$ cat src/rtl/sobel_window_ctrl.sv
// ---------------------------------------------------------------------------
// sobel_window_ctrl
//
// Sequencer for the 3x3 Sobel window datapath. It follows the incoming video
// stream, keeps per-frame column/row counters, writes each accepted pixel into
// one of three rotating line buffers, and tells the Sobel core which window
// centre is currently complete. The final image row has no row below it, so
// after the last write an extra "drain" line of centres is issued without any
// line-buffer writes. The FSM runs WAIT_VS -> WAIT_DE -> ACTIVE -> DRAIN.
//
// Ports
//   I_PCLK        pixel clock, all logic on the rising edge
//   I_RST         asynchronous active-high reset
//   I_VSYNC       vertical sync, active level set by VS_POL
//   I_DE          data enable, one pixel per cycle while high
//   O_LB_WR_EN    line-buffer write strobe (one cycle after pixel accept)
//   O_LB_WR_ADDR  line-buffer write address (column)
//   O_LB_WR_SEL   which of the three line buffers is written (0,1,2)
//   O_WIN_VALID   window centre valid this cycle
//   O_WIN_ROW     window centre row
//   O_WIN_COL     window centre column
//   O_BORDER      centre lies on the image edge (Sobel output forced to 0)
//   O_FRAME_DONE  one-cycle pulse after the last centre of a frame
//   O_SYNC_ERR    one-cycle pulse on a malformed frame
//   O_STATE       FSM state: 0 WAIT_VS, 1 WAIT_DE, 2 ACTIVE, 3 DRAIN
// ---------------------------------------------------------------------------
module sobel_window_ctrl #(
  parameter int H_PIXELS = 640,
  parameter int V_LINES  = 480,
  parameter int COL_W    = 10,
  parameter int ROW_W    = 9,
  parameter int VS_POL   = 0
) (
  input  logic             I_PCLK,
  input  logic             I_RST,
  input  logic             I_VSYNC,
  input  logic             I_DE,
  output logic             O_LB_WR_EN,
  output logic [COL_W-1:0] O_LB_WR_ADDR,
  output logic [1:0]       O_LB_WR_SEL,
  output logic             O_WIN_VALID,
  output logic [ROW_W-1:0] O_WIN_ROW,
  output logic [COL_W-1:0] O_WIN_COL,
  output logic             O_BORDER,
  output logic             O_FRAME_DONE,
  output logic             O_SYNC_ERR,
  output logic [1:0]       O_STATE
);

  localparam logic             VS_LEVEL  = VS_POL[0];
  localparam logic [COL_W-1:0] COL_LAST  = COL_W'(H_PIXELS - 1);
  localparam logic [ROW_W-1:0] ROW_LAST  = ROW_W'(V_LINES - 1);
  // Drain counter is one bit wider so it can hold H_PIXELS itself, which
  // marks "all drain centres issued" even when H_PIXELS == 2**COL_W.
  localparam logic [COL_W:0]   DRAIN_LEN = (COL_W + 1)'(H_PIXELS);

  typedef enum logic [1:0] {
    ST_WAIT_VS = 2'd0,
    ST_WAIT_DE = 2'd1,
    ST_ACTIVE  = 2'd2,
    ST_DRAIN   = 2'd3
  } state_t;

  state_t           r_state;
  logic             r_vs_act_d;   // previous-cycle "VSYNC is active" level
  logic [COL_W-1:0] r_col;
  logic [ROW_W-1:0] r_row;
  logic [1:0]       r_sel;
  logic [COL_W:0]   r_drain_cnt;

  // Registered output copies
  logic             r_lb_wr_en;
  logic [COL_W-1:0] r_lb_wr_addr;
  logic [1:0]       r_lb_wr_sel;
  logic             r_win_valid;
  logic [ROW_W-1:0] r_win_row;
  logic [COL_W-1:0] r_win_col;
  logic             r_frame_done;
  logic             r_sync_err;

  logic             w_vs_act;
  logic             w_vs_edge;
  logic             w_accept;
  logic             w_col_last;
  logic             w_row_last;
  logic [1:0]       w_sel_next;

  assign w_vs_act   = (I_VSYNC == VS_LEVEL);
  assign w_vs_edge  = w_vs_act & ~r_vs_act_d;
  // A VSYNC edge always wins over a coincident pixel: the frame restarts and
  // that pixel is dropped.
  assign w_accept   = I_DE & ~w_vs_edge &
                      ((r_state == ST_WAIT_DE) || (r_state == ST_ACTIVE));
  assign w_col_last = (r_col == COL_LAST);
  assign w_row_last = (r_row == ROW_LAST);
  assign w_sel_next = (r_sel == 2'd2) ? 2'd0 : (r_sel + 2'd1);

  always_ff @(posedge I_PCLK or posedge I_RST) begin
    if (I_RST) begin
      r_state      <= ST_WAIT_VS;
      // Treat VSYNC as already active out of reset, so a sync that happens to
      // be active at release is not mistaken for a fresh edge.
      r_vs_act_d   <= 1'b1;
      r_col        <= '0;
      r_row        <= '0;
      r_sel        <= '0;
      r_drain_cnt  <= '0;
      r_lb_wr_en   <= 1'b0;
      r_lb_wr_addr <= '0;
      r_lb_wr_sel  <= '0;
      r_win_valid  <= 1'b0;
      r_win_row    <= '0;
      r_win_col    <= '0;
      r_frame_done <= 1'b0;
      r_sync_err   <= 1'b0;
    end else begin
      r_vs_act_d   <= w_vs_act;

      // Strobes and centre outputs are idle unless set below.
      r_lb_wr_en   <= 1'b0;
      r_lb_wr_addr <= '0;
      r_lb_wr_sel  <= '0;
      r_win_valid  <= 1'b0;
      r_win_row    <= '0;
      r_win_col    <= '0;
      r_frame_done <= 1'b0;
      r_sync_err   <= 1'b0;

      case (r_state)
        ST_WAIT_VS: begin
          if (w_vs_edge) begin
            r_state     <= ST_WAIT_DE;
            r_col       <= '0;
            r_row       <= '0;
            r_sel       <= '0;
            r_drain_cnt <= '0;
          end
        end

        ST_WAIT_DE: begin
          // A repeated VSYNC edge simply re-arms the frame.
          if (w_vs_edge) begin
            r_col       <= '0;
            r_row       <= '0;
            r_sel       <= '0;
            r_drain_cnt <= '0;
          end
        end

        ST_ACTIVE: begin
          if (w_vs_edge) begin
            // Unexpected frame start: report it and restart straight away.
            r_sync_err  <= 1'b1;
            r_state     <= ST_WAIT_DE;
            r_col       <= '0;
            r_row       <= '0;
            r_sel       <= '0;
            r_drain_cnt <= '0;
          end else if (!I_DE && (r_col != '0)) begin
            // DE dropped mid-line: short line, abandon the frame.
            r_sync_err  <= 1'b1;
            r_state     <= ST_WAIT_VS;
          end
          // DE low with col == 0 is an ordinary inter-line blanking gap.
        end

        ST_DRAIN: begin
          if (w_vs_edge) begin
            r_sync_err  <= 1'b1;
            r_state     <= ST_WAIT_DE;
            r_col       <= '0;
            r_row       <= '0;
            r_sel       <= '0;
            r_drain_cnt <= '0;
          end else if (r_drain_cnt == DRAIN_LEN) begin
            r_frame_done <= 1'b1;
            r_state      <= ST_WAIT_VS;
          end else begin
            // Bottom row centres: the row below is implicitly outside the
            // image, so no pixel data is needed and I_DE is ignored.
            r_win_valid <= 1'b1;
            r_win_row   <= ROW_LAST;
            r_win_col   <= r_drain_cnt[COL_W-1:0];
            r_drain_cnt <= r_drain_cnt + (COL_W + 1)'(1);
          end
        end

        default: r_state <= ST_WAIT_VS;
      endcase

      // Pixel acceptance, shared by the first pixel (WAIT_DE, counters
      // already cleared) and every later pixel in ACTIVE.
      if (w_accept) begin
        r_lb_wr_en   <= 1'b1;
        r_lb_wr_addr <= r_col;
        r_lb_wr_sel  <= r_sel;

        // Writing row r completes the window whose centre sits on row r-1.
        if (r_row != '0) begin
          r_win_valid <= 1'b1;
          r_win_row   <= r_row - ROW_W'(1);
          r_win_col   <= r_col;
        end

        if (w_col_last) begin
          r_col <= '0;
          r_sel <= w_sel_next;
          if (w_row_last) begin
            r_state     <= ST_DRAIN;
            r_drain_cnt <= '0;
          end else begin
            r_row   <= r_row + ROW_W'(1);
            r_state <= ST_ACTIVE;
          end
        end else begin
          r_col   <= r_col + COL_W'(1);
          r_state <= ST_ACTIVE;
        end
      end
    end
  end

  assign O_LB_WR_EN   = r_lb_wr_en;
  assign O_LB_WR_ADDR = r_lb_wr_addr;
  assign O_LB_WR_SEL  = r_lb_wr_sel;
  assign O_WIN_VALID  = r_win_valid;
  assign O_WIN_ROW    = r_win_row;
  assign O_WIN_COL    = r_win_col;
  assign O_FRAME_DONE = r_frame_done;
  assign O_SYNC_ERR   = r_sync_err;
  assign O_STATE      = r_state;

  // Border flag is decoded from the registered centre so it lines up with
  // O_WIN_VALID without an extra pipeline stage.
  assign O_BORDER = r_win_valid &
                    ((r_win_row == '0) || (r_win_row == ROW_LAST) ||
                     (r_win_col == '0) || (r_win_col == COL_LAST));

endmodule

$ cat config.mk
export PLATFORM = sky130hd
export DESIGN_NAME = sobel_window_ctrl
export DESIGN_NICKNAME = d
export VERILOG_FILES = /design/src/rtl/sobel_window_ctrl.sv
export SDC_FILE = /design/constraint.sdc
export NUM_CORES = 1
export LEC_CHECK = 0
export BUFFER_PORTS_ARGS = -buffer_cell sky130_fd_sc_hd__buf_2
export CORE_MARGIN = 5
export CORE_UTILIZATION = 28
export DETAILED_ROUTE_END_ITERATION = 12
export PLACE_DENSITY_LB_ADDON = 0.25
export SLEW_MARGIN = 5
export SYNTH_ARGS = -nofsm -noshare
export SYNTH_HDL_FRONTEND = slang
export SYNTH_SLANG_ARGS = --single-unit
$ cat constraint.sdc
create_clock -name I_PCLK -period 2.5 [get_ports I_PCLK]
set_clock_uncertainty 0.05 [all_clocks]
set_input_delay 0.125 -clock I_PCLK [delete_from_list [all_inputs] [get_ports I_PCLK]]
set_output_delay 0.125 -clock I_PCLK [all_outputs]
set_load 0.01 [all_outputs]
======== After elaboration in Yosys (flattened, before gate mapping) ========
Cells that the tools add are included.
operators by class
  equality and inequality tests ........... 13
  add/subtract/negate cells ............... 5
  reduce and logical (&&, ||, !) cells .... 15
  multiplexer cells ....................... 55
  bitwise logic cells ..................... 7
operator list
  operator                                               number
  2-to-1 mux 10 bit                                      10
  2-to-1 mux 9 bit                                       10
  2-to-1 mux 11 bit                                      6
  2-to-1 mux 2 bit                                       13
  case mux 11 bit (2 select lines)                       1
  equality test 10 bit, second input constant            2
  equality test 9 bit, second input constant             2
  2-to-1 mux 1 bit                                       13
  adder 11 x 1 -> 11 bit, second input constant          1
  equality test 11 x 10 -> 1 bit, second input constant  1
  adder 10 x 1 -> 10 bit, second input constant          1
  logical NOT 10 bit                                     1
  nonzero test 10 bit                                    1
  adder 9 x 1 -> 9 bit, second input constant            1
  logical NOT 9 bit                                      1
  nonzero test 9 bit                                     1
  subtractor 9 x 1 -> 9 bit, second input constant       1
  equality test 2 bit, second input constant             3
  case mux 2 bit (3 select lines)                        1
  AND 1 bit                                              4
  logical OR 1 bit                                       4
  != test 4 x 3 -> 1 bit, second input constant          1
  != test 4 bit, second input constant                   1
  AND reduction 4 bit                                    1
  12 further kinds                                       14
storage, ports and cells
  flip-flop bits (word level) ............. 70
  input port bits ......................... 4

======== Longest topological paths before layout ========
  depth in word-level cells ............... 7
  gate-level depth with buffers ........... 9
  mapped depth without buffers ............ 8

======== Worst setup path after synthesis ========
OpenSTA, ideal clock, no wires.
  kind .................................... register to register
  from .................................... reg r_row[0]
  to ...................................... reg r_win_row[3] (netlist: O_WIN_ROW[3])
  period minus slack after synthesis ...... 2.297 ns
  path slack .............................. 0.203 ns
  stages on the path, launching flop included .. 9
  arrival ................................. 2.116 ns
  setup time .............................. 0.131 ns
  buffers on the path ..................... 1
  path through ............................ dfrtp_1 -> inv_1 -> ha_1 -> or3b_4 -> or3_4 -> o41a_1 -> buf_6 -> a21oi_4 -> a31oi_2
on the way
  word-level cells in the longest chain between the ends .. 3
  elaborated cells on any way between the ends .. 4
  classes of those cells .................. 1 x add/sub; 2 x mux; 1 x reduce/logical
ends and longest elaborated chain
  item                                                                    RTL line  source
  start, declared                                                         67        logic [ROW_W-1:0] r_row;
  start signal, assigned                                                  212       r_row <= r_row + ROW_W'(1);
  subtractor 9 x 1 -> 9 bit / nonzero test 9 bit (equally long branches)  201, 199
  2-to-1 mux 9 bit *                                                      199       if (r_row != '0) begin
  2-to-1 mux 9 bit *                                                      193       if (w_accept) begin
  end signal, assigned                                                    201       r_win_row <= r_row - ROW_W'(1);
  end, declared                                                           76        logic [ROW_W-1:0] r_win_row;
Mark *: on every way between the ends. The rest lies on a longest branch, timed or not.
A chain may end at the register's enable or synchronous reset.

======== Worst setup path in the final report ========
  from .................................... reg r_row[0]
  to ...................................... reg r_win_col[5] (netlist: O_WIN_COL[5])
on the way
  word-level cells in the longest chain between the ends .. 3
ends and longest elaborated chain
  item                  RTL line  source
  nonzero test 9 bit    199
  2-to-1 mux 10 bit     199
  2-to-1 mux 10 bit     193
  end signal, assigned  183       r_win_col <= r_drain_cnt[COL_W-1:0];
  end signal, assigned  202       r_win_col <= r_col;
  end, declared         77        logic [COL_W-1:0] r_win_col;
Every way passes these cells.

==> reports/qor.yml <==
status: "finished, final reports clean"
register_area_mm2: 0.001753
drv_cap: 0
p_seq_share_pct: 38.5
grt_pass1_wl_mm: 14.26
m1WireLength_mm: 3.571
irDropWorstVdd_v: 0.0002822
reg2regPathDepth: 7
start_util_pct: 28.43
crit_end: "O_WIN_COL[5]$_DFF_PP0_"
dp_hpwl_mm: 6.275
path_class: "flop to flop"
final_cell_mix: "dfrtp_1, buf_2, nor2_1"
synthArstFlopShare_pct: 100.0
ys_types: 54
synth-edff-count: 0
drtAntennaViolNets: 0
hold_viol_final: 0
synth_fp_nets: 340
grt_pass1_vias: 2824
path_max_fanout: 14
die-width_um: 120.0
dr_wl_met2_mm: 4.135
rsz0062_at_grt: "no"
avgViaCountPerCell: 4.913
yosysWarnings: 0
drv_slew: 0
cts_tree: "built"
synth_top_flop_cell: "dfrtp_1"
io_pins: 42
cp.arrival_ps: 2560
finalSetupViolCount: 0
die_area_mm2: 0.01440
grt.overflow.total: 0
num_rows: 40
clock_sinks: 70
netSwitchingPower_mw: 1.074
nFillCells: 1210
worst_pin_slew_ps: 777.2
pwr-share-comb_pct: 25.2
cts.clk_slew.worst_paths_ps: 60
pwr-share-clk_pct: 36.2
rrSetupSlack_ps: 100
p_int_mw: 2.498
synth.cell_area_mm2: 0.003387
clockBufferDepth: 2
antenna_found_initial: 0
syn_area_per_cell_um2: 10.39
final_common_cell: "dfrtp_1"
period_share_pct: 95.95
ys_ff_latch: 70
seq_area_frac_synth_pct: 51.75
multi_input_comb_area_mm2: 0.001509
fin_hold_ws_ps: 239.6
relSlewSlack_pct: 48.00
topRoutingLayerUsed: "met4"
drc: 0
post_cts_buffers: 0
start_kind: "flop"
coreArea_mm2: 0.01191
vias: 2643
end_kind: "flop"
drive_gt1_share_pct: 25.32
cp.required_ps: 2660
wl_met3_um: 464
h-tree-depth: 3
r2r_end: "O_WIN_COL[5]$_DFF_PP0_"
powerDensity_mw_per_mm2: 850.1
wirelength_mm: 8.441
fin_nets: 403
io_buffer_count: 41
critPathLaunch: "r_row[0]$_DFF_PP0_"
clk_latency_ps: 330
swShare_pct: 30.06
num_antenna_cells: 0
gp_congestion: 0.8204
synthCells: 326
grtUsageTotal_pct: 12.62
tns_ps: 0
numCtsBuffers: 9
firstDrtPassIters: 4
drtIter0Drc: 139
r2r_start: "r_row[0]$_DFF_PP0_"
leakage_nw: 2.094
wl_per_cell_um: 15.69
layout_min_cycle_time_ps: 2399
area.growth.synth_to_final_pct: 24.05
grt_max_degree: 42
holdCritPathClass: "primary input to flop"
max_freq_ghz: 0.4169
fp.dieH_um: 120.0
root_buffer: "clkbuf_16"
## registers in the layout (all words and copies together), names as in the netlist
name,count
O_FRAME_DONE,1
O_LB_WR_ADDR,10
O_LB_WR_EN,1
O_LB_WR_SEL,2
O_STATE,2
O_SYNC_ERR,1
O_WIN_COL,10
O_WIN_ROW,9
O_WIN_VALID,1
r_col,10
r_drain_cnt,11
r_row,9
r_sel,2
r_vs_act_d,1
## Yosys cell counts (8+ instances only)
cell,n,area [um2]
xor2_1,15,131.4
and2_1,12,75.07
nor2_1,32,120.1
clkbuf_1,8,30.03
dfrtp_1,69,1727
ha_1,10,125.1
o21ai_0,10,50.05
nand4_1,10,62.56
nand3_1,17,85.08
inv_1,13,48.80
a21oi_1,9,45.04
nand2_1,30,112.6
## repair_timing
action                                  in CTS  in global routing
resized for setup                            0                  2
endpoints found under the setup margin       0                  8
hold buffers                                 2                  0
endpoints found under the hold margin       29                  0
## critical path, cell delays in order (launching register included)
cell     delay, ps
dfrtp_1        370
inv_1           70
ha_1           170
or3b_4         390
or3_4          370
o41a_1         390
buf_4          220
a22o_1         240
## layout make-up
| type | count | share of cell area, % |
|---|---|---|
| clock buffer | 11 | 5.539 |
| clock inverter | 2 | 1.429 |
| inverter | 14 | 1.251 |
| multi-input combinational | 228 | 35.91 |
| sequential | 70 | 41.72 |
| tap | 147 | 4.378 |
| timing repair buffer | 66 | 9.768 |
## power groups by stage
stage | Clock [mW] | Sequential [mW] | Combinational, mW
after floorplan | 0 | 1.42 | 0.525
after global placement | 0 | 1.39 | 0.904
after detailed placement | 0 | 1.40 | 0.912
after CTS | 1.33 | 1.38 | 0.922
after global routing | 1.38 | 1.39 | 1.02
final | 1.29 | 1.38 | 0.901
## kinds of logic (layout without fill, tap and decap cells)
family	count (synthesis)	after routing	share of synthesized area [%]
compound gates	58	58	12.97
simple gates	135	135	21.06
xor+xnor	20	20	5.172
buf+inv	28	93	3.842
mux	5	5	1.515
fa+ha+maj	10	10	3.694
flops	70	70	51.75
## worst min-delay path by stage
stage,from,end,cells past startpoint
after global placement,I_RST,O_SYNC_ERR$_DFF_PP0_,2
after detailed placement,I_RST,O_SYNC_ERR$_DFF_PP0_,2
final,I_DE,O_STATE[0]$_DFFE_PP0P_,4
after floorplan,I_VSYNC,r_vs_act_d$_DFF_PP1_,1
after global routing,I_DE,r_col[8]$_DFFE_PP0P_,4
after CTS,I_DE,r_col[8]$_DFFE_PP0P_,4
## per-layer routing
layer | global-route usage [%] | vias up
li1 | - | 1273
met1 | 14.77 | 1287
met2 | 21.36 | 61
met3 | 3.110 | 22
met4 | 6.514 | 0
met5 | 0 | -
## through the flow
stage	setup slack [ps]	cell area [um2]	util [%]	instances	total power, mW
detailed placement	109.3	3884	32.61	523	2.309
floorplan	202.8	3387	-	326	1.945
finish	101.2	4202	35.27	538	3.572
global placement	132.2	3884	32.61	523	2.291
global route	6.298	4202	35.27	538	3.799
CTS	85.61	4197	35.23	538	3.631
Note: power is estimated with default switching activity, not from simulation.
